## config.mk

```make
export PLATFORM = sky130hd
export DESIGN_NAME = cpu_run_ctrl
export DESIGN_NICKNAME = d
export VERILOG_FILES = /design/src/rtl/cpu_dbg_pkg.sv /design/src/rtl/trace_fifo.sv /design/src/rtl/cpu_run_ctrl.sv
export SDC_FILE = /design/constraint.sdc
export NUM_CORES = 1
export LEC_CHECK = 0
export ABC_AREA = 0
export CELL_PAD_IN_SITES_DETAIL_PLACEMENT = 0
export CELL_PAD_IN_SITES_GLOBAL_PLACEMENT = 1
export CORE_UTILIZATION = 53
export DETAILED_ROUTE_END_ITERATION = 8
export PLACE_DENSITY_LB_ADDON = 0.1
export SKIP_CTS_REPAIR_TIMING = 1
export SYNTH_ARGS = -nofsm -noshare
export SYNTH_HDL_FRONTEND = slang
export SYNTH_HIERARCHICAL = 1
export SYNTH_SLANG_ARGS = --single-unit
export TNS_END_PERCENT = 1
```

## constraint.sdc

```tcl
create_clock -name clk -period 23.9 [get_ports clk]
set_clock_uncertainty 0.05 [all_clocks]
set_input_delay 2.39 -clock clk [delete_from_list [all_inputs] [get_ports clk]]
set_output_delay 2.39 -clock clk [all_outputs]
set_load 0.02 [all_outputs]
```

## src/rtl/cpu_dbg_pkg.sv

```systemverilog
// cpu_dbg_pkg
// Shared types and constants for the CPU run controller and its trace FIFO.
//   run_state_t : run-controller state (IDLE=0, RUN=1, STEP=2, HALTED=3)
//   EBREAK_INST : RV32 ebreak encoding snooped on the fetch bus
//   trace_rec_t : one retired-instruction record held in the trace FIFO
// Optional build macro: CPU_RUN_CTRL_TRACE_DMEM_EN adds the data-memory write
// fields (dmem_we / dmem_wa / dmem_wd) to the trace record.
package cpu_dbg_pkg;

   typedef enum logic [1:0] {
      ST_IDLE   = 2'd0,
      ST_RUN    = 2'd1,
      ST_STEP   = 2'd2,
      ST_HALTED = 2'd3
   } run_state_t;

   localparam logic [31:0] EBREAK_INST = 32'h0010_0073;

   typedef struct packed {
`ifdef CPU_RUN_CTRL_TRACE_DMEM_EN
      logic        dmem_we;
      logic [31:0] dmem_wa;
      logic [31:0] dmem_wd;
`endif
      logic [31:0] pc;
      logic [31:0] inst;
      logic        reg_we;
      logic [4:0]  reg_wa;
      logic [31:0] reg_wd;
   } trace_rec_t;

   function automatic logic is_ebreak(input logic [31:0] inst);
      return (inst == EBREAK_INST);
   endfunction

endpackage

```

## src/rtl/trace_fifo.sv

```systemverilog
// trace_fifo
// First-word fall-through FIFO: the head entry is presented on o_data while
// o_valid is high and leaves on a cycle where i_ready is also high.
// Handshake: a pop happens on a rising edge where o_valid && i_ready; a push
// happens on a rising edge where i_push is high and there is room (or a pop
// frees an entry in the same cycle). o_data reads as zero while empty.
// Ports:
//   clk, rst  : clock, asynchronous active-high reset
//   i_push    : write i_data at the tail
//   i_data    : W-bit record to store
//   o_valid   : head entry present
//   i_ready   : consumer accepts the head
//   o_data    : head entry (zero when empty)
//   o_count   : current occupancy, 0..DEPTH
module trace_fifo #(
   parameter int W     = 32,
   parameter int DEPTH = 8
) (
   input  logic                     clk,
   input  logic                     rst,
   input  logic                     i_push,
   input  logic [W-1:0]             i_data,
   output logic                     o_valid,
   input  logic                     i_ready,
   output logic [W-1:0]             o_data,
   output logic [$clog2(DEPTH):0]   o_count
);

   localparam int AW = $clog2(DEPTH);
   localparam logic [AW:0] FULL_CNT = (AW+1)'(DEPTH);

   logic [W-1:0]  r_mem [DEPTH];
   logic [AW-1:0] r_wr_ptr;
   logic [AW-1:0] r_rd_ptr;
   logic [AW:0]   r_count;
   logic          w_pop;
   logic          w_push;

   assign w_pop  = (r_count != '0) && i_ready;
   // A full FIFO still accepts a push when the head leaves in the same cycle.
   assign w_push = i_push && ((r_count != FULL_CNT) || w_pop);

   always_ff @(posedge clk or posedge rst) begin
      if (rst) begin
         r_wr_ptr <= '0;
         r_rd_ptr <= '0;
         r_count  <= '0;
      end else begin
         if (w_push) r_wr_ptr <= r_wr_ptr + AW'(1);
         if (w_pop)  r_rd_ptr <= r_rd_ptr + AW'(1);
         case ({w_push, w_pop})
            2'b10:   r_count <= r_count + (AW+1)'(1);
            2'b01:   r_count <= r_count - (AW+1)'(1);
            default: r_count <= r_count;
         endcase
      end
   end

   // Storage needs no reset: nothing is read from it while the FIFO is empty.
   always_ff @(posedge clk) begin
      if (w_push) r_mem[r_wr_ptr] <= i_data;
   end

   assign o_valid = (r_count != '0);
   assign o_data  = o_valid ? r_mem[r_rd_ptr] : '0;
   assign o_count = r_count;

endmodule

```

## src/rtl/cpu_run_ctrl.sv

```systemverilog
// cpu_run_ctrl
// Run controller and commit-trace buffer for the single-cycle CPU core.
// Drives the core clock-enable (global_en) under run/step/stop commands,
// stops exactly at a fetched ebreak, and pushes every qualified commit into
// a trace FIFO read by the host debug link.
// Build macro: CPU_RUN_CTRL_TRACE_DMEM_EN adds trace_dmem_we/wa/wd outputs
// carrying the commit_dmem_* inputs; without it those inputs are unused.
// Ports:
//   clk, rst              : clock, asynchronous active-high reset
//   cmd_run/step/stop     : run (level/pulse), single-step, stop commands
//   fetch_inst            : core fetch word, snooped for ebreak
//   global_en             : core clock-enable
//   commit*               : core's registered commit outputs
//   trace_valid/ready     : trace FIFO head handshake (valid/ready)
//   trace_pc/inst/wd/we/wa: trace FIFO head record
//   state                 : IDLE=0, RUN=1, STEP=2, HALTED=3
//   retired               : count of accepted commits (wraps)
module cpu_run_ctrl
   import cpu_dbg_pkg::*;
#(
   parameter int FIFO_DEPTH = 8,
   parameter int CNT_W      = 32
) (
   input  logic             clk,
   input  logic             rst,
   input  logic             cmd_run,
   input  logic             cmd_step,
   input  logic             cmd_stop,
   input  logic [31:0]      fetch_inst,
   output logic             global_en,
   input  logic             commit,
   input  logic             commit_halt,
   input  logic             commit_reg_we,
   input  logic [31:0]      commit_pc,
   input  logic [31:0]      commit_inst,
   input  logic [31:0]      commit_reg_wd,
   input  logic [4:0]       commit_reg_wa,
   input  logic             commit_dmem_we,
   input  logic [31:0]      commit_dmem_wa,
   input  logic [31:0]      commit_dmem_wd,
   output logic             trace_valid,
   input  logic             trace_ready,
   output logic [31:0]      trace_pc,
   output logic [31:0]      trace_inst,
   output logic [31:0]      trace_wd,
   output logic             trace_we,
   output logic [4:0]       trace_wa,
`ifdef CPU_RUN_CTRL_TRACE_DMEM_EN
   output logic             trace_dmem_we,
   output logic [31:0]      trace_dmem_wa,
   output logic [31:0]      trace_dmem_wd,
`endif
   output logic [1:0]       state,
   output logic [CNT_W-1:0] retired
);

   localparam int CW = $clog2(FIFO_DEPTH) + 1;
   localparam logic [CW-1:0] OCC_MAX = CW'(FIFO_DEPTH - 1);

   run_state_t       r_state;
   logic             r_en_d;
   logic [CNT_W-1:0] r_retired;

   logic [CW-1:0]    w_count;
   logic [CW-1:0]    w_occ;
   logic             w_space_ok;
   logic             w_active;
   logic             w_global_en;
   logic             w_ebreak;
   logic             w_push;
   logic             w_valid;
   trace_rec_t       w_rec;
   trace_rec_t       w_head;

   // The instruction enabled last cycle commits this cycle and has not yet
   // reached the FIFO, so it reserves an entry. A pop in the same cycle is
   // deliberately not credited, keeping global_en free of trace_ready paths.
   assign w_occ       = w_count + CW'(r_en_d);
   assign w_space_ok  = (w_occ <= OCC_MAX);
   assign w_active    = (r_state == ST_RUN) || (r_state == ST_STEP);
   assign w_global_en = w_active && w_space_ok;
   assign w_ebreak    = w_global_en && is_ebreak(fetch_inst);
   // commit stays high once the core has run, so only en_d marks a fresh one.
   assign w_push      = r_en_d && commit;

   always_ff @(posedge clk or posedge rst) begin
      if (rst) begin
         r_state <= ST_IDLE;
         r_en_d  <= 1'b0;
      end else begin
         r_en_d <= w_global_en;
         case (r_state)
            ST_IDLE: begin
               if (!cmd_stop) begin
                  if (cmd_step)     r_state <= ST_STEP;
                  else if (cmd_run) r_state <= ST_RUN;
               end
            end
            ST_RUN: begin
               if (w_ebreak)      r_state <= ST_HALTED;
               else if (cmd_stop) r_state <= ST_IDLE;
            end
            // Hold in STEP until the single enabled cycle actually happens.
            ST_STEP: begin
               if (w_ebreak)         r_state <= ST_HALTED;
               else if (w_global_en) r_state <= ST_IDLE;
            end
            ST_HALTED: r_state <= ST_HALTED;
            default:   r_state <= ST_IDLE;
         endcase
      end
   end

   always_ff @(posedge clk or posedge rst) begin
      if (rst)         r_retired <= '0;
      else if (w_push) r_retired <= r_retired + CNT_W'(1);
   end

   always_comb begin
      w_rec        = '0;
      w_rec.pc     = commit_pc;
      w_rec.inst   = commit_inst;
      w_rec.reg_we = commit_reg_we;
      w_rec.reg_wa = commit_reg_wa;
      w_rec.reg_wd = commit_reg_wd;
`ifdef CPU_RUN_CTRL_TRACE_DMEM_EN
      w_rec.dmem_we = commit_dmem_we;
      w_rec.dmem_wa = commit_dmem_wa;
      w_rec.dmem_wd = commit_dmem_wd;
`endif
   end

   trace_fifo #(
      .W     ($bits(trace_rec_t)),
      .DEPTH (FIFO_DEPTH)
   ) u_trace_fifo (
      .clk     (clk),
      .rst     (rst),
      .i_push  (w_push),
      .i_data  (w_rec),
      .o_valid (w_valid),
      .i_ready (trace_ready),
      .o_data  (w_head),
      .o_count (w_count)
   );

   assign global_en   = w_global_en;
   assign state       = r_state;
   assign retired     = r_retired;
   assign trace_valid = w_valid;
   assign trace_pc    = w_head.pc;
   assign trace_inst  = w_head.inst;
   assign trace_wd    = w_head.reg_wd;
   assign trace_we    = w_head.reg_we;
   assign trace_wa    = w_head.reg_wa;
`ifdef CPU_RUN_CTRL_TRACE_DMEM_EN
   assign trace_dmem_we = w_head.dmem_we;
   assign trace_dmem_wa = w_head.dmem_wa;
   assign trace_dmem_wd = w_head.dmem_wd;
`else
   logic w_unused_dmem;
   assign w_unused_dmem = ^{commit_dmem_we, commit_dmem_wa, commit_dmem_wd};
`endif

   // Halt is detected at fetch; the core's own halt flag is not needed.
   logic w_unused_halt;
   assign w_unused_halt = commit_halt;

endmodule

```

==> reports/summary.txt, run 1 <==
DRC viols -> 0
Slew Limit Fails -> 0
Final period util -> 30.5%
setup_tns -> 0 ps
# setup viols final -> 0
critical path startpoint category -> flop
CTS Sinks -> 861
Leak -> 13.3 nW
RR Startpoint -> r_en_d
Avg Inst Size Synth -> 21.8 um2
Hold WC Path Type -> flop to flop
most numerous cell in the Yosys netlist -> edfxtp_1
Synth Net Count -> 1749
ys flop type -> edfxtp_1
CTS HTree Levels -> 3
wire length per cell -> 24.8 um
GRT overflow -> 0
total CTS buffers -> 87
Seq pwr share -> 38.9%
dpl hpwl -> 36200 um
final core utilization -> 64.3%
Cells after Synth -> 1532
Post-Route WL -> 68500 um
post-route antenna net violation count -> 0
die span in y -> 253 um
status -> complete, no violations
Synth Register Bits -> 861
required time worst endpoint -> 21460 ps
die area -> 0.0641 mm2
Max FO, Critical Path -> 51
Max Root-Sink Buffers -> 3
global-route wire length before repair -> 102000 um
Setup crit end -> trace_wd[12]
Worst Setup SP -> u_trace_fifo/r_rd_ptr[0]
Int Pwr -> 3.30 mW
Synth cell types -> 46
FF-to-FF End -> u_trace_fifo/r_mem[0][76]
initial antenna violation count -> 10
r2r setup slk -> 20210 ps
Psw -> 1.43 mW
power share of the combinational group -> 32.6%
GRT Total Usage -> 21.9%
vias in the first global route -> 16800
Synth area leaders -> edfxtp_1 (73%), mux4_2 (14%), dfrtp_1 (3.4%), mux2i_1 (3.2%), nor2_1 (1.4%)
Initial Utilization -> 53.8%
Clock transition at path regs -> 60 ps
CP Class -> flop to output pin
fin crit period -> 7290 ps
IO Port Bufs -> 278
Layout area overhead -> 19.4%
Final Hold Vio Count -> 0
worst setup margin -> 16610 ps
part of the power in the clock network -> 28.5%
Max Cap Viol -> 0
final net count -> 2071
largest area contributor in the netlist -> edfxtp_1
Async SR Flop Fraction -> 5.23%
Max VDD drop -> 0.0858 mV
instance area at placement -> 0.0371 mm2
YS warnings -> 6
RSZ-0062 raised after global routing -> no
Synth top cells by count -> edfxtp_1 (816), mux4_2 (204), nor2_1 (128)
P per Cell Area -> 119 mW/mm2
first-pass iteration count of the detailed router -> 5
CP arrival -> 4860 ps
CP endpoint kind -> output pin
core area -> 0.0621 mm2
post-synthesis sequential area ratio -> 76.7%
post-synth top area share -> 73.3%
Slew HR -> 28.2%
standard-cell rows -> 91
Syn Std Cell Area -> 0.0334 mm2
Tightest Pin Transition -> 1070 ps
CTS tree -> done
Die Wd -> 253 um
Post-synth EDFFs -> 816
Via density -> 5.71
largest net degree at the start of global routing -> 71
Top Ports -> 345
vias -> 15800
design area -> 0.0399 mm2
initial drt markers -> 935
share of cells above drive strength 1 -> 19.8%
Max Clk Rate -> 0.137 GHz
Switching Fraction -> 30.2%
Place WS -> 17020 ps
worst reg2reg path depth -> 5
Root Buffer -> clkbuf_16
clk_lat worst skew -> 610 ps
gpl congestion -> 0.807
-- kinds of logic after synthesis --
| kind of cell | Yosys count | synth area share, % |
|---|---|---|
| buffers and inverters | 90 | 1.61 |
| adders and majority gates | 10 | 0.397 |
| DFF | 861 | 76.7 |
| AOI/OAI and AO/OA | 14 | 0.374 |
| muxes | 313 | 17.0 |
| and+or+nand+nor | 207 | 2.91 |
| xor gates and xnor gates | 37 | 0.970 |
-- per-layer routing --
metal	up-vias	track usage, %	part of all wire [%]
met2	343	37.4	51
met1	8356	28.2	41
met3	125	5.22	5.6
met5	-	0	0.17
met4	18	6.29	2.2
li1	6927	-	-
-- cells in the final DEF, fill, tap and decap left out, types with 6 or more instances in the layout --
master,netlist,layout
clkinv_1,0,21
xor2_1,16,16
clkinv_2,0,15
buf_4,2,30
nor2_1,128,122
xnor2_1,21,21
inv_1,13,13
clkdlybuf4s50_1,0,278
clkbuf_16,0,89
nand3_1,14,14
nand2_1,18,18
mux4_2,204,204
edfxtp_1,816,816
nand2b_1,6,6
mux2i_1,106,106
clkbuf_1,14,17
dfrtp_1,45,42
bufinv_16,0,11
nor2_4,1,7
ha_1,9,9
nand4_1,10,10
-- cell type report --
class	instances	area, um2
Antenna cell	1	2.50
Clock buffer	106	2290
Clock inverter	55	564
Fill cell	4233	22100
Inverter	15	56.3
Multi-Input combinational cell	581	7300
Sequential cell	861	25600
Tap cell	837	1050
Timing Repair Buffer	308	3010
-- critical path, stage by stage (launching register included) --
cell and delay (ps):
dfrtp_4 1030, buf_4 950, buf_4 770, mux4_2 600, mux2i_1 180, nor2_1 70
clkdlybuf4s50_1 610
-- registers in the layout, indices dropped and copies added (netlist names) --
signal / count
state: 2
r_en_d: 1
u_trace_fifo/r_rd_ptr: 3
u_trace_fifo/r_mem: 816
u_trace_fifo/o_count: 4
u_trace_fifo/r_wr_ptr: 3
retired: 32
-- power by group through the flow --
stage / clock network, mW / logic, mW / registers, mW
detailed placement: 0 / 1.56 / 1.88
global route: 1.43 / 1.65 / 1.85
finish: 1.35 / 1.54 / 1.84
CTS: 1.38 / 1.57 / 1.85
floorplan: 0 / 1.04 / 1.83
global placement: 0 / 1.56 / 1.87
-- per-stage QoR --
stage | hold slack, ps | power, mW | cells
4_1_cts | 440 | 4.80 | 2763
3_3_place_gp | 407 | 3.43 | 2602
3_5_place_dp | 433 | 3.44 | 2602
5_1_grt | 458 | 4.93 | 2764
6_report | 429 | 4.73 | 2764
2_1_floorplan | 438 | 2.87 | 1532
-- worst min path at each step --
stage                        startpoint  slack (ps)                  endpoint  depth (start not counted)
5_1_grt                     retired[31]         460               retired[31]                          1
4_1_cts                     retired[31]         440               retired[31]                          1
3_3_place_gp                retired[31]         410               retired[31]                          1
2_1_floorplan  u_trace_fifo/r_wr_ptr[0]         440  u_trace_fifo/r_wr_ptr[0]                          2
6_report                    retired[31]         430               retired[31]                          1
3_5_place_dp                retired[31]         430               retired[31]                          1
(Power assumes the default switching activity.)
==> run 2, diff against run 1 <==
Settings changed: CORE_UTILIZATION 53 to 50.
Clock period 23.9 ns to 7.4 ns, I/O delays scaled along.
==> run 2 against run 1 <==
  * The run now ends with DRC left
  * Non-clock buffer count is 2 lower
  * Largest power group unchanged
  * Hold slack lost 25 ps
  * Highest routed layer unchanged
  * Count of clock-buffer cells in the layout up 4
==> reports/summary.txt, run 2 (synthesis results as in run 1) <==
initial drt markers -> 1059
worst path bufs/invs -> 2
critical path startpoint category -> flop
most frequent cells in the layout -> edfxtp_1 (816), clkdlybuf4s50_1 (278), mux4_2 (204), nor2_1 (122), mux2i_1 (106)
instance area at placement -> 0.0371 mm2
FF-to-FF End -> u_trace_fifo/o_count[3]
Max FO, Critical Path -> 105
die area -> 0.0679 mm2
standard-cell rows -> 94
Initial Utilization -> 50.6%
largest net degree at the start of global routing -> 106
GRT overflow -> 0
status -> complete, but fails checks
required time worst endpoint -> 6610 ps
worst reg2reg path depth -> 11
Clock transition at path regs -> 60 ps
CP arrival -> 3810 ps
Power Total -> 15.3 mW
global-route wire length before repair -> 104000 um
CTS HTree Levels -> 3
commonest non-fill, non-tap cell in the layout -> edfxtp_1
Via density -> 5.66
Worst Hold Slack -> 405 ps
clk_lat worst skew -> 620 ps
failing checks -> DRC
CP Class -> flop to output pin
Root Buffer -> clkbuf_16
vias in the first global route -> 16800
CTS Sinks -> 861
first-pass iteration count of the detailed router -> 7
final core utilization -> 60.6%
DRC viols -> 40
Post-Place Cells -> 2627
initial antenna violation count -> 9
vias -> 15800
Max Clk Rate -> 0.217 GHz
fin crit period -> 4600 ps
die span in y -> 261 um
post-route antenna net violation count -> 0
design area -> 0.0400 mm2
Max VDD drop -> 0.377 mV
core area -> 0.0660 mm2
IO Port Bufs -> 278
Tightest Pin Transition -> 1090 ps
Post-Route WL -> 69500 um
Hold WC Path Type -> input pin to async pin
crit-path cells -> buf_12 > mux4_2 > mux2i_1 > nor2_1 > clkdlybuf4s50_1
total CTS buffers -> 90
Final period util -> 62.1%
Leak -> 13.3 nW
P per Cell Area -> 383 mW/mm2
Max Root-Sink Buffers -> 3
CTS tree -> done
RSZ-0062 raised after global routing -> no
CP endpoint kind -> output pin
final net count -> 2072
# setup viols final -> 0
Die Wd -> 261 um
Slew Limit Fails -> 0
post-route insts no fill -> 2791
dpl hpwl -> 36700 um
Slew HR -> 27.2%
GRT Total Usage -> 20.9%
wire length per cell -> 24.9 um
max FFs per register -> 816
cell family with most CP delay -> buffers and inverters
fillers -> 4726
Layout area overhead -> 19.6%
Max Cap Viol -> 0
CP peak stage delay -> 1120 ps
Final Hold Vio Count -> 0
share of cells above drive strength 1 -> 20.0%
Biggest register -> u_trace_fifo/r_mem
gpl congestion -> 0.819
r2r setup slk -> 4000 ps
Top Ports -> 345
RR Startpoint -> u_trace_fifo/o_count[0]
crit path max-delay cell type -> dfrtp_4
[run 2: changes by cell type in the layout (fill, tap and decap cells not counted), sizes merged]
cell / delta
clkinv: -5
clkinvlp: -1
bufinv: -3
buf: -2
diode: +3
clkbuf: +4
inv: +4
[run 2: how the worst max path moves through the flow]
| stage | startpoint | endpoint | slack [ps] | cells past startpoint |
|---|---|---|---|---|
| after CTS | u_trace_fifo/r_rd_ptr[1] | trace_wa[4] | 2650 | 5 |
| after detailed placement | commit | u_trace_fifo/r_mem[6][25] | 3190 | 6 |
| after global placement | commit | u_trace_fifo/r_mem[4][28] | 3260 | 7 |
| after floorplan | commit | u_trace_fifo/r_mem[1][0] | -1820 | 5 |
| after global routing | u_trace_fifo/r_rd_ptr[1] | trace_wa[4] | 2590 | 5 |
| final | u_trace_fifo/r_rd_ptr[1] | trace_wa[4] | 2800 | 5 |
[run 2: metal layers]
metal  vias to the layer above  wire [um]  track usage [%]  share of wire (%)
met1                      8396      29000             28.0                 42
li1                       6942          -                -                  -
met2                       351      35300             34.8                 51
met5                         -        100                0               0.14
met4                        14       1170             5.75                1.7
met3                        94       4030             4.68                5.8
[run 2: through the flow]
stage	setup WS [ps]	TNS, ps
4_1_cts	2650	0
3_3_place_gp	3260	0
3_5_place_dp	3190	0
2_1_floorplan	-1820	-185620
6_report	2800	0
5_1_grt	2590	0
[run 2: power breakdown]
group / total, mW / switching, mW / internal (mW)
clock: 4.34 / 1.79 / 2.56
combinational: 4.98 / 2.55 / 2.43
sequential: 5.97 / 0.307 / 5.67
[run 2: cell type report]
type	count	area [um2]	area share [%]
Inverter	15	56.3	0.141
Antenna cell	4	10.0	0.0250
Clock inverter	50	480	1.20
Multi-Input combinational cell	581	7310	18.3
Timing Repair Buffer	306	3030	7.58
Clock buffer	110	2370	5.93
Sequential cell	861	25600	64.1
Tap cell	864	1080	2.70
